### src/rtl/tdm_demux4_if.sv
`default_nettype none
// ============================================================================
// Module      : tdm_demux4_if
// Description : Bundle for the 4-slot TDM demultiplexer: serial input side
//               plus the demultiplexed frame outputs and framing status.
// Revision    : 1.0 - initial release
// ============================================================================
interface tdm_demux4_if #(
  parameter int W = 1
);
  logic [W-1:0] in;
  logic         in_valid;
  logic         frame_sync;
  logic [W-1:0] out0;
  logic [W-1:0] out1;
  logic [W-1:0] out2;
  logic [W-1:0] out3;
  logic         frame_valid;
  logic         s0;
  logic         s1;
  logic         locked;
  logic         sync_err;
  logic [7:0]   frame_count;

  // Stream source / frame consumer side.
  modport master (
    output in,
    output in_valid,
    output frame_sync,
    input  out0,
    input  out1,
    input  out2,
    input  out3,
    input  frame_valid,
    input  s0,
    input  s1,
    input  locked,
    input  sync_err,
    input  frame_count
  );

  // Demultiplexer side.
  modport slave (
    input  in,
    input  in_valid,
    input  frame_sync,
    output out0,
    output out1,
    output out2,
    output out3,
    output frame_valid,
    output s0,
    output s1,
    output locked,
    output sync_err,
    output frame_count
  );
endinterface
`default_nettype wire

### src/rtl/tdm_demux4.sv
`default_nettype none
// ============================================================================
// Module      : tdm_demux4
// Description : Four-slot TDM demultiplexer with HUNT/RUN frame alignment,
//               shadow capture of partial frames and a frame counter.
// Revision    : 1.0 - initial release
// ============================================================================
module tdm_demux4 #(
  parameter int W = 1
) (
  input  wire           clk,
  input  wire           reset,
  tdm_demux4_if.slave   bus
);

  typedef enum logic [0:0] {
    HUNT = 1'b0,
    RUN  = 1'b1
  } state_e;

  state_e       state_q, state_d;
  logic [1:0]   slot_q, slot_d;
  logic [W-1:0] shadow0_q, shadow0_d;
  logic [W-1:0] shadow1_q, shadow1_d;
  logic [W-1:0] shadow2_q, shadow2_d;
  logic [W-1:0] out0_q, out0_d;
  logic [W-1:0] out1_q, out1_d;
  logic [W-1:0] out2_q, out2_d;
  logic [W-1:0] out3_q, out3_d;
  logic         frame_valid_q, frame_valid_d;
  logic         sync_err_q, sync_err_d;
  logic [7:0]   frame_count_q, frame_count_d;

  // --------------------------------------------------------------------------
  // State register
  // --------------------------------------------------------------------------
  always_ff @(posedge clk) begin
    if (reset) begin
      state_q       <= HUNT;
      slot_q        <= 2'd0;
      shadow0_q     <= '0;
      shadow1_q     <= '0;
      shadow2_q     <= '0;
      out0_q        <= '0;
      out1_q        <= '0;
      out2_q        <= '0;
      out3_q        <= '0;
      frame_valid_q <= 1'b0;
      sync_err_q    <= 1'b0;
      frame_count_q <= 8'd0;
    end else begin
      state_q       <= state_d;
      slot_q        <= slot_d;
      shadow0_q     <= shadow0_d;
      shadow1_q     <= shadow1_d;
      shadow2_q     <= shadow2_d;
      out0_q        <= out0_d;
      out1_q        <= out1_d;
      out2_q        <= out2_d;
      out3_q        <= out3_d;
      frame_valid_q <= frame_valid_d;
      sync_err_q    <= sync_err_d;
      frame_count_q <= frame_count_d;
    end
  end

  // --------------------------------------------------------------------------
  // Next-state logic
  // --------------------------------------------------------------------------
  always_comb begin
    state_d       = state_q;
    slot_d        = slot_q;
    shadow0_d     = shadow0_q;
    shadow1_d     = shadow1_q;
    shadow2_d     = shadow2_q;
    out0_d        = out0_q;
    out1_d        = out1_q;
    out2_d        = out2_q;
    out3_d        = out3_q;
    frame_valid_d = 1'b0;
    sync_err_d    = 1'b0;
    frame_count_d = frame_count_q;

    if (bus.in_valid) begin
      case (state_q)
        HUNT: begin
          if (bus.frame_sync) begin
            shadow0_d = bus.in;
            slot_d    = 2'd1;
            state_d   = RUN;
          end
        end

        RUN: begin
          if (slot_q == 2'd0) begin
            if (bus.frame_sync) begin
              shadow0_d = bus.in;
              slot_d    = 2'd1;
            end else begin
              // Missing sync where a frame must start: alignment is lost.
              sync_err_d = 1'b1;
              slot_d     = 2'd0;
              state_d    = HUNT;
            end
          end else if (bus.frame_sync) begin
            // Early sync: restart the frame here; stale shadow slots are
            // overwritten before they can ever be published.
            sync_err_d = 1'b1;
            shadow0_d  = bus.in;
            slot_d     = 2'd1;
          end else begin
            case (slot_q)
              2'd1: begin
                shadow1_d = bus.in;
                slot_d    = 2'd2;
              end
              2'd2: begin
                shadow2_d = bus.in;
                slot_d    = 2'd3;
              end
              default: begin
                out0_d        = shadow0_q;
                out1_d        = shadow1_q;
                out2_d        = shadow2_q;
                out3_d        = bus.in;
                slot_d        = 2'd0;
                frame_valid_d = 1'b1;
                frame_count_d = frame_count_q + 8'd1;
              end
            endcase
          end
        end

        default: begin
          state_d = HUNT;
          slot_d  = 2'd0;
        end
      endcase
    end
  end

  // --------------------------------------------------------------------------
  // Outputs
  // --------------------------------------------------------------------------
  assign bus.out0        = out0_q;
  assign bus.out1        = out1_q;
  assign bus.out2        = out2_q;
  assign bus.out3        = out3_q;
  assign bus.frame_valid = frame_valid_q;
  assign bus.sync_err    = sync_err_q;
  assign bus.s0          = slot_q[0];
  assign bus.s1          = slot_q[1];
  assign bus.locked      = (state_q == RUN);
  assign bus.frame_count = frame_count_q;

endmodule
`default_nettype wire

### src/flat_wrapper.sv
// flat-port wrapper written by rule: the top's interface ports become plain ports
module tdm_demux4_flat 
#(
  parameter int W = 1
)
  (clk, reset, bus_in, bus_in_valid, bus_frame_sync, bus_out0, bus_out1, bus_out2, bus_out3, bus_frame_valid, bus_s0, bus_s1, bus_locked, bus_sync_err, bus_frame_count);
  tdm_demux4_if #(.W(W)) bus_i ();
  input  wire clk;
  input  wire reset;
  input wire logic [$bits(bus_i.in)-1:0] bus_in;
  input wire logic [$bits(bus_i.in_valid)-1:0] bus_in_valid;
  input wire logic [$bits(bus_i.frame_sync)-1:0] bus_frame_sync;
  output wire logic [$bits(bus_i.out0)-1:0] bus_out0;
  output wire logic [$bits(bus_i.out1)-1:0] bus_out1;
  output wire logic [$bits(bus_i.out2)-1:0] bus_out2;
  output wire logic [$bits(bus_i.out3)-1:0] bus_out3;
  output wire logic [$bits(bus_i.frame_valid)-1:0] bus_frame_valid;
  output wire logic [$bits(bus_i.s0)-1:0] bus_s0;
  output wire logic [$bits(bus_i.s1)-1:0] bus_s1;
  output wire logic [$bits(bus_i.locked)-1:0] bus_locked;
  output wire logic [$bits(bus_i.sync_err)-1:0] bus_sync_err;
  output wire logic [$bits(bus_i.frame_count)-1:0] bus_frame_count;
  assign bus_i.in = bus_in;
  assign bus_i.in_valid = bus_in_valid;
  assign bus_i.frame_sync = bus_frame_sync;
  assign bus_out0 = bus_i.out0;
  assign bus_out1 = bus_i.out1;
  assign bus_out2 = bus_i.out2;
  assign bus_out3 = bus_i.out3;
  assign bus_frame_valid = bus_i.frame_valid;
  assign bus_s0 = bus_i.s0;
  assign bus_s1 = bus_i.s1;
  assign bus_locked = bus_i.locked;
  assign bus_sync_err = bus_i.sync_err;
  assign bus_frame_count = bus_i.frame_count;
  tdm_demux4 #(.W(W)) u_core (.clk(clk), .reset(reset), .bus(bus_i));
endmodule
### config.mk
export PLATFORM = sky130hd
export DESIGN_NAME = tdm_demux4_flat
export DESIGN_NICKNAME = d
export VERILOG_FILES = /design/src/rtl/tdm_demux4_if.sv /design/src/rtl/tdm_demux4.sv /design/src/flat_wrapper.sv
export SDC_FILE = /design/constraint.sdc
export NUM_CORES = 1
export LEC_CHECK = 0
export ABC_AREA = 0
export CORE_MARGIN = 2
export CORE_UTILIZATION = 50
export CTS_CLUSTER_SIZE = 10
export DETAILED_ROUTE_END_ITERATION = 8
export PLACE_DENSITY = 0.81
export SLEW_MARGIN = 15
export SYNTH_ARGS = -nofsm -noshare
export SYNTH_HDL_FRONTEND = slang
export SYNTH_SLANG_ARGS = --single-unit
### constraint.sdc
create_clock -name clk -period 2.9 [get_ports clk]
set_input_delay 0.58 -clock clk [delete_from_list [all_inputs] [get_ports clk]]
set_output_delay 0.58 -clock clk [all_outputs]
set_load 0.02 [all_outputs]
==> results.cfg, run 1 <==
[floorplan]
num_io_pins = 22
rows = 15
core_area_um2 = 1690
chipHeight_um = 46.2
die_x_um = 46.2
start_util = 0.526
die_area_um2 = 2130

[route]
initialDrtViolationCount = 9
viasPerCell = 5.80
drc = 0
first_pass_iters = 4
ant_nets = 0
wl_per_cell_um = 12.7
wirelength_um = 1700
vias = 777

[worst_setup_path]
crit_chain = clkdlybuf4s50_1 -> inv_1 -> ha_1 -> nand4b_4 -> nor4_1 -> mux2_2
crit_type = in2reg
worstReg2RegEnd = u_core.bus.frame_count[7]
crit_slowest_cell = clkdlybuf4s50_1
path_max_fanout = 17
max_stage_delay_ns = 0.49
cp-start-kind = primary input
reg2reg_slack_ns = 0.73
worstPathRequired_ns = 3.11
rr_worst_depth = 7
r2r-start = u_core.slot_q[1]
critPathArrivalTime_ns = 2.44
endpoint_kind = flip-flop
startpoint = bus_frame_sync

[power_and_ir_drop]
power_switching_w = 0.000117
peakVddDrop_mv = 0.340
power_frac_clock = 0.417
swShare = 0.212
pwr-share-comb = 0.072
intPower_w = 0.000435
pwr-share-seq = 0.511
power_leakage_nw = 0.478
powerDensity_nw_per_um2 = 478

[finish]
drive_gt1_frac = 0.0513
largest_register_ffs = 8
multiInputGateArea_um2 = 452
seqCellArea_um2 = 400
n_fill_cell = 134
syn_to_final_growth_pct = 30.0
diodes = 0
final_nets = 129

[grt]
grt_start_max_net_pins = 22
grt_first_pass_wirelength_um = 2640
antenna_found_initial = 0
track_usage = 0.178
grtUsageMet1 = 0.191
met2_usage = 0.286
met3_usage = 0.0588
grt.overflow.total = 0
grt_busiest_layer = met2
first_global_vias = 665

[sta]
setup_viol = 0
finalSetupTns_ns = 0
period_share = 0.770
rsz0062_at_grt = no
tightest_slew_ns = 0.712
finalWorstSetupSlack_ns = 0.667
relSlewSlack = 0.524
period_needed_ns = 2.23
max_clock_freq_ghz = 0.448
hold_viol = 0
drv_slew = 0
clock_skew_ns = 0.00229

[logic_synthesis]
syn_nets = 107
ys_top_cells_by_area = dfxtp_1 45%, ha_1 8.5%, mux2i_1 7.9%
synth.distinct_cells = 23
synth_top_family_by_area = simple AND/OR/NAND/NOR gates
synthMuxAreaShare = 0.0915
synthAdderAreaFrac = 0.0845
synth_area_per_cell_um2 = 9.25
synth_compound_area_frac = 0.106
synthDominantCellAreaShare = 0.451
yosys_warnings = 0
synthXorXnorAreaFrac = 0.00986
synth_area_leader_cell = dfxtp_1
syn-cell-area_um2 = 888
netlist_instances = 96
ys_ff_latch = 20
yosys.area_share.simple = 0.217
ys_seq_area_frac = 0.451

[min_path]
holdPathEnd = u_core.shadow0_q
hold-path-cell-count = 2
worstHoldPathType = reg2reg
holdCritStartpoint = u_core.shadow0_q

[job]
max_cap_viol_count = 0

[clock_network]
cts_buffers = 3
htree_levels = 1
path_clk_slew_ns = 0.12
postCtsSetupRepairBufs = 0
cts-root-buf = clkbuf_4
clkLatencyLatePin_ns = 0.31
holdBufCountCts = 0
cts.repair.resized = 0
cts_tree = yes
cts_buffer_depth = 2
clock_sinks = 20

[placed_design]
port_buffers = 21
place_hpwl_um = 1220
place_ws_ns = 0.363
gp_congestion = 0.825

[run_status]
outcome = finished, final reports clean
## cell families (layout without fill, tap and decap cells)
logic type / after synthesis / in the layout
compound gates: 17 / 17
xor+xnor: 1 / 1
fa+ha+maj: 6 / 6
buf+inv: 9 / 30
flops: 20 / 20
mux: 8 / 8
simple gates: 35 / 35
## per-stage QoR
step                hold slack (ns)  instance area [um^2]  power (W)  utilization  cells
CTS                           0.484                  1150   0.000557        0.684    134
global placement              0.456                  1100   0.000327        0.653    130
global route                  0.507                  1150   0.000573        0.684    134
detailed placement            0.460                  1100   0.000327        0.653    130
finish                        0.480                  1150   0.000552        0.684    134
floorplan                     0.436                   888   0.000311            -     96
## worst max path at each step
| stage | to | slack, ns |
|---|---|---|
| global route | u_core.bus.frame_count[7] | 0.59 |
| finish | u_core.bus.frame_count[7] | 0.67 |
| global placement | u_core.bus.frame_count[7] | 0.43 |
| floorplan | u_core.bus.frame_count[7] | 0.93 |
| CTS | u_core.bus.frame_count[7] | 0.70 |
| detailed placement | u_core.bus.frame_count[7] | 0.36 |
## worst max-delay path: cells and delay by family
family	cells	cell delay, ns
and+or+nand+nor	2	0.67
buffers and inverters	2	0.58
muxes	1	0.37
adders and majority gates	1	0.24
## area by class of cell
class | count | share of cell area
Timing Repair Buffer | 21 | 0.182
Tap cell | 17 | 0.0184
Multi-Input combinational cell | 67 | 0.391
Clock buffer | 3 | 0.0195
Sequential cell | 20 | 0.347
Inverter | 5 | 0.0163
Clock inverter | 1 | 0.0260
## Yosys cell counts
library cell,n
buf_2,2
or3_1,3
nor2b_1,1
nor4_1,1
ha_1,6
o31ai_1,2
mux2_2,1
mux2i_1,7
nand4_1,3
clkbuf_1,2
nor3b_1,1
o21ai_0,5
dfxtp_1,20
a21oi_1,9
or4_1,2
nand2_1,8
nor2_1,10
nand3_1,4
inv_1,5
a221oi_1,1
nor4b_1,1
xor2_1,1
nand4b_4,1
## routing by layer
metal	vias up	wire, um
met5	-	0
met4	0	65
met3	12	139
met2	35	790
met1	345	708
li1	385	-
## cells in the final DEF, fill, tap and decap left out, drive strengths merged
cell type / instances
nor2b: 1
or4: 2
o31ai: 2
a21oi: 9
mux2: 1
a221oi: 1
clkbuf: 3
nor4b: 1
or3: 3
bufinv: 1
xor2: 1
nor4: 1
nand4b: 1
nand3: 4
dfxtp: 20
nor2: 10
nand2: 8
nand4: 3
inv: 5
o21ai: 5
clkdlybuf4s50: 21
nor3b: 1
ha: 6
mux2i: 7
## power groups by stage
stage	registers [W]	clock network, W	logic [W]
6_report	0.000282	0.000230	0.0000398
3_3_place_gp	0.000288	0	0.0000391
4_1_cts	0.000282	0.000235	0.0000399
2_1_floorplan	0.000290	0	0.0000207
5_1_grt	0.000283	0.000247	0.0000430
3_5_place_dp	0.000288	0	0.0000391
Note: power is estimated with default switching activity, not from simulation.
==> inputs of run 2 (changes only) <==
--- a/config.mk
+++ b/config.mk
@@ -7,10 +7,10 @@
 export LEC_CHECK = 0
 export ABC_AREA = 0
 export CORE_MARGIN = 2
-export CORE_UTILIZATION = 50
+export CORE_UTILIZATION = 47
 export CTS_CLUSTER_SIZE = 10
 export DETAILED_ROUTE_END_ITERATION = 8
-export PLACE_DENSITY = 0.81
+export PLACE_DENSITY = 0.77
 export SLEW_MARGIN = 15
 export SYNTH_ARGS = -nofsm -noshare
 export SYNTH_HDL_FRONTEND = slang
==> constraint.sdc (replaced) <==
create_clock -name clk -period 2.2 [get_ports clk]
set_input_delay 0.44 -clock clk [delete_from_list [all_inputs] [get_ports clk]]
set_output_delay 0.44 -clock clk [all_outputs]
set_load 0.02 [all_outputs]
==> run 2 against run 1 <==
Net effect: highest routed layer unchanged; final cell count is 9.0% higher; die area is 5.8% higher; flip-flop and latch count stayed put; setup slack worse by 0.39 ns; largest power group unchanged; largest cell class unchanged.
==> results.cfg, run 2 (same netlist as run 1, synthesis figures left out) <==
[worst_setup_path]
path_delay_family = buffers and inverters
reg2reg_slack_ns = 0.28
cp-start-kind = flip-flop
crit_type = reg2out
endpoint = bus_locked
critPathArrivalTime_ns = 1.48
endpoint_kind = output port
path_max_fanout = 8
timing.critical_path.buf_inv = 1
startpoint = u_core.bus.locked
worstPathRequired_ns = 1.76
crit_chain = clkdlybuf4s50_1
rr_worst_depth = 7
crit_slowest_cell = clkdlybuf4s50_1
worstReg2RegEnd = u_core.bus.frame_count[7]
cp.depth = 1
max_stage_delay_ns = 0.67
r2r-start = u_core.slot_q[1]

[power_and_ir_drop]
peakVddDrop_mv = 0.429
power_leakage_nw = 0.497
powerDensity_nw_per_um2 = 605
total_power_w = 0.000723

[route]
initialDrtViolationCount = 2
first_pass_iters = 2
wl_per_cell_um = 11.1
ant_nets = 0
wirelength_um = 1630
viasPerCell = 5.01
vias = 731
drc = 0

[grt]
track_usage = 0.173
first_global_vias = 690
antenna_found_initial = 0
grt_start_max_net_pins = 16
grt.overflow.total = 0
grt_first_pass_wirelength_um = 2770

[placed_design]
gp_congestion = 0.815
place_hpwl_um = 1240
place_ws_ns = 0.103
port_buffers = 21

[floorplan]
num_io_pins = 22
core_area_um2 = 1750
die_x_um = 47.5
die_area_um2 = 2250
chipHeight_um = 47.5
rows = 15
start_util = 0.509

[clock_network]
cts-root-buf = clkbuf_4
postCtsSetupRepairBufs = 0
cts_buffers = 3
cts_buffer_depth = 2
clock_sinks = 20
clkLatencyLatePin_ns = 0.29
htree_levels = 1
holdBufCountCts = 0
cts.repair.resized = 0
path_clk_slew_ns = 0.11
cts_tree = yes

[sta]
period_needed_ns = 1.92
finalSetupTns_ns = 0
hold_viol = 0
rsz0062_at_grt = no
setup_viol = 0
drv_slew = 0
finalWorstSetupSlack_ns = 0.278
period_share = 0.874
tightest_slew_ns = 0.311
relSlewSlack = 0.792
max_clock_freq_ghz = 0.520
clock_skew_ns = 0.000909

[finish]
diodes = 0
largest_register_ffs = 8
drive_gt1_frac = 0.0826
final_nets = 133
final_common_cell = clkdlybuf4s50_1
layout_common_cells = 21 x clkdlybuf4s50_1, 20 x dfxtp_1, 10 x nor2_1, 9 x a21oi_1, 8 x nand2_1
syn_to_final_growth_pct = 34.5

[min_path]
worstHoldPathType = reg2reg
holdCritStartpoint = u_core.shadow0_q

[job]
max_cap_viol_count = 0

[run_status]
outcome = finished, final reports clean
[run 2: cell count changes in the layout (fill, tap and decap cells not counted), sizes merged]
| cell | before | now |
|---|---|---|
| buf | 0 | 4 |
[run 2: worst min-delay path by stage]
stage,endpoint,slack [ns],cells past startpoint
floorplan,u_core.shadow0_q,0.44,2
global placement,u_core.shadow0_q,0.45,2
detailed placement,u_core.shadow0_q,0.45,2
CTS,u_core.shadow0_q,0.47,2
global route,u_core.shadow0_q,0.49,2
finish,u_core.shadow0_q,0.47,2
[run 2: cell type report]
class	instances	area, um^2
Multi-Input combinational cell	67	452
Sequential cell	20	400
Clock inverter	1	30.0
Clock buffer	3	22.5
Inverter	5	18.8
Timing Repair Buffer	25	240
Fill cell	153	551
Tap cell	25	31.3
[run 2: metal layers]
layer / global-route usage / up-vias / routed length, um
li1: - / 388 / -
met1: 0.216 / 330 / 785
met4: 0.0833 / 0 / 10
met2: 0.284 / 11 / 780
met5: 0 / - / 0
met3: 0.0340 / 2 / 50
[run 2: power breakdown]
part / internal (W) / leakage, nW / switching [W]
Clock: 0.000184 / 0.0279 / 0.000112
Combinational: 0.0000263 / 0.307 / 0.0000295
Sequential: 0.000366 / 0.162 / 0.00000491
[run 2: stage by stage]
stage / cells / area [um^2] / utilization / hold WS [ns]
detailed placement: 142 / 1140 / 0.654 / 0.454
floorplan: 96 / 888 / - / 0.436
global placement: 142 / 1140 / 0.654 / 0.451
global route: 146 / 1190 / 0.685 / 0.489
finish: 146 / 1190 / 0.685 / 0.470
CTS: 146 / 1190 / 0.685 / 0.471
==> inputs of run 3 (changes only) <==
--- a/config.mk
+++ b/config.mk
@@ -11,7 +11,9 @@
 export CTS_CLUSTER_SIZE = 10
 export DETAILED_ROUTE_END_ITERATION = 8
 export PLACE_DENSITY = 0.77
+export RECOVER_POWER = 100
 export SLEW_MARGIN = 15
 export SYNTH_ARGS = -nofsm -noshare
 export SYNTH_HDL_FRONTEND = slang
 export SYNTH_SLANG_ARGS = --single-unit
+export TNS_END_PERCENT = 100
==> run 3 against run 2 <==
Net effect: clock power hardly changed; sequential share of layout area rose by 0.64 points; highest routed layer unchanged; sequential power hardly changed; global-route usage unchanged.
==> results.cfg, run 3 (same netlist as run 1, synthesis figures left out) <==
[run_status]
outcome = finished, final reports clean

[route]
ant_nets = 0
first_pass_iters = 2
vias = 732
viasPerCell = 5.01
initialDrtViolationCount = 4
wirelength_um = 1630
drc = 0
wl_per_cell_um = 11.2

[clock_network]
path_clk_slew_ns = 0.11
clkLatencyLatePin_ns = 0.29
clock_sinks = 20
cts_tree = yes
cts_buffer_depth = 2
postCtsSetupRepairBufs = 0
holdBufCountCts = 0
cts.repair.resized = 0
htree_levels = 1
cts-root-buf = clkbuf_4
cts_buffers = 3

[worst_setup_path]
crit_type = reg2reg
worstPathRequired_ns = 2.40
critPathArrivalTime_ns = 2.13
path_max_fanout = 5
cp-start-kind = flip-flop
endpoint_kind = flip-flop

[finish]
largest_register_ffs = 8
final_nets = 133
diodes = 0
syn_to_final_growth_pct = 32.0
layout_common_cells = 20 x dfxtp_1, 19 x dlygate4sd3_1, 10 x nor2_1, 9 x a21oi_1, 8 x nand2_1
drive_gt1_frac = 0.0579
final_common_cell = dfxtp_1
fin_cells = 146

[grt]
grtUsageMet1 = 0.216
met2_usage = 0.284
grt_first_pass_wirelength_um = 2770
met3_usage = 0.0340
track_usage = 0.173
grt_busiest_layer = met2
grt_start_max_net_pins = 16
first_global_vias = 690
grt.overflow.total = 0
antenna_found_initial = 0

[sta]
period_share = 0.881
period_needed_ns = 1.94
tightest_slew_ns = 0.625
max_clock_freq_ghz = 0.516
setup_viol = 0
clock_skew_ns = 0.000764
drv_slew = 0
hold_viol = 0
rsz0062_at_grt = no
relSlewSlack = 0.583
finalSetupTns_ns = 0

[power_and_ir_drop]
total_power_w = 0.000717
peakVddDrop_mv = 0.425
powerDensity_nw_per_um2 = 611
power_leakage_nw = 0.531

[floorplan]
start_util = 0.509
die_area_um2 = 2250
die_x_um = 47.5
core_area_um2 = 1750
rows = 15
chipHeight_um = 47.5
num_io_pins = 22

[placed_design]
port_buffers = 21
placedCellCount = 142
gp_congestion = 0.815
place_hpwl_um = 1240

[min_path]
worstHoldPathType = reg2reg

[job]
max_cap_viol_count = 0
## run 3: cell types whose count changed in the layout (fill, tap and decap cells not counted)
cell	before	now
buf_4	4	2
clkbuf_1	0	2
clkdlybuf4s50_1	21	2
dlygate4sd3_1	0	19
nand4b_1	0	1
nand4b_4	1	0
## run 3: worst paths after layout
check	from	to	slack (ns)	depth (start not counted)
worst max register to register	u_core.slot_q[1]	u_core.bus.frame_count[7]	0.26	7
worst min register to register	u_core.shadow0_q	u_core.shadow0_q	0.47	2
worst min-delay path	u_core.shadow0_q	u_core.shadow0_q	0.47	2
worst max-delay path	u_core.slot_q[1]	u_core.bus.frame_count[7]	0.26	7
## run 3: layout make-up
class                           count  area (um^2)
Clock buffer                        3         22.5
Multi-Input combinational cell     67          437
Inverter                            5         18.8
Tap cell                           25         31.3
Clock inverter                      1         30.0
Sequential cell                    20          400
Fill cell                         157          573
Timing Repair Buffer               25          233
## run 3: layer usage
layer | vias up | share of wire
li1 | 389 | -
met1 | 330 | 0.47
met2 | 11 | 0.49
met3 | 2 | 0.031
met4 | 0 | 0.0061
met5 | - | 0
## run 3: where the power goes
| part | internal [W] | total (W) | switching, W |
|---|---|---|---|
| registers | 0.000366 | 0.000370 | 0.00000413 |
| clock network | 0.000184 | 0.000296 | 0.000112 |
| logic | 0.0000217 | 0.0000501 | 0.0000285 |
| total | 0.000572 | 0.000717 | 0.000145 |
## run 3: metrics by stage
step	util	worst slack, ns	hold slack (ns)	area [um^2]
global placement	0.654	0.147	0.451	1140
detailed placement	0.654	0.103	0.454	1140
finish	0.672	0.261	0.470	1170
global route	0.672	0.115	0.489	1170
floorplan	-	0.231	0.436	888
CTS	0.685	0.254	0.471	1190
## run 3: critical path, cell delays in order, from the launching register on
cell,delay [ns]
dfxtp_1,0.40
inv_1,0.10
ha_1,0.22
inv_1,0.06
ha_1,0.18
nand4b_1,0.17
nor4_1,0.33
mux2_2,0.37
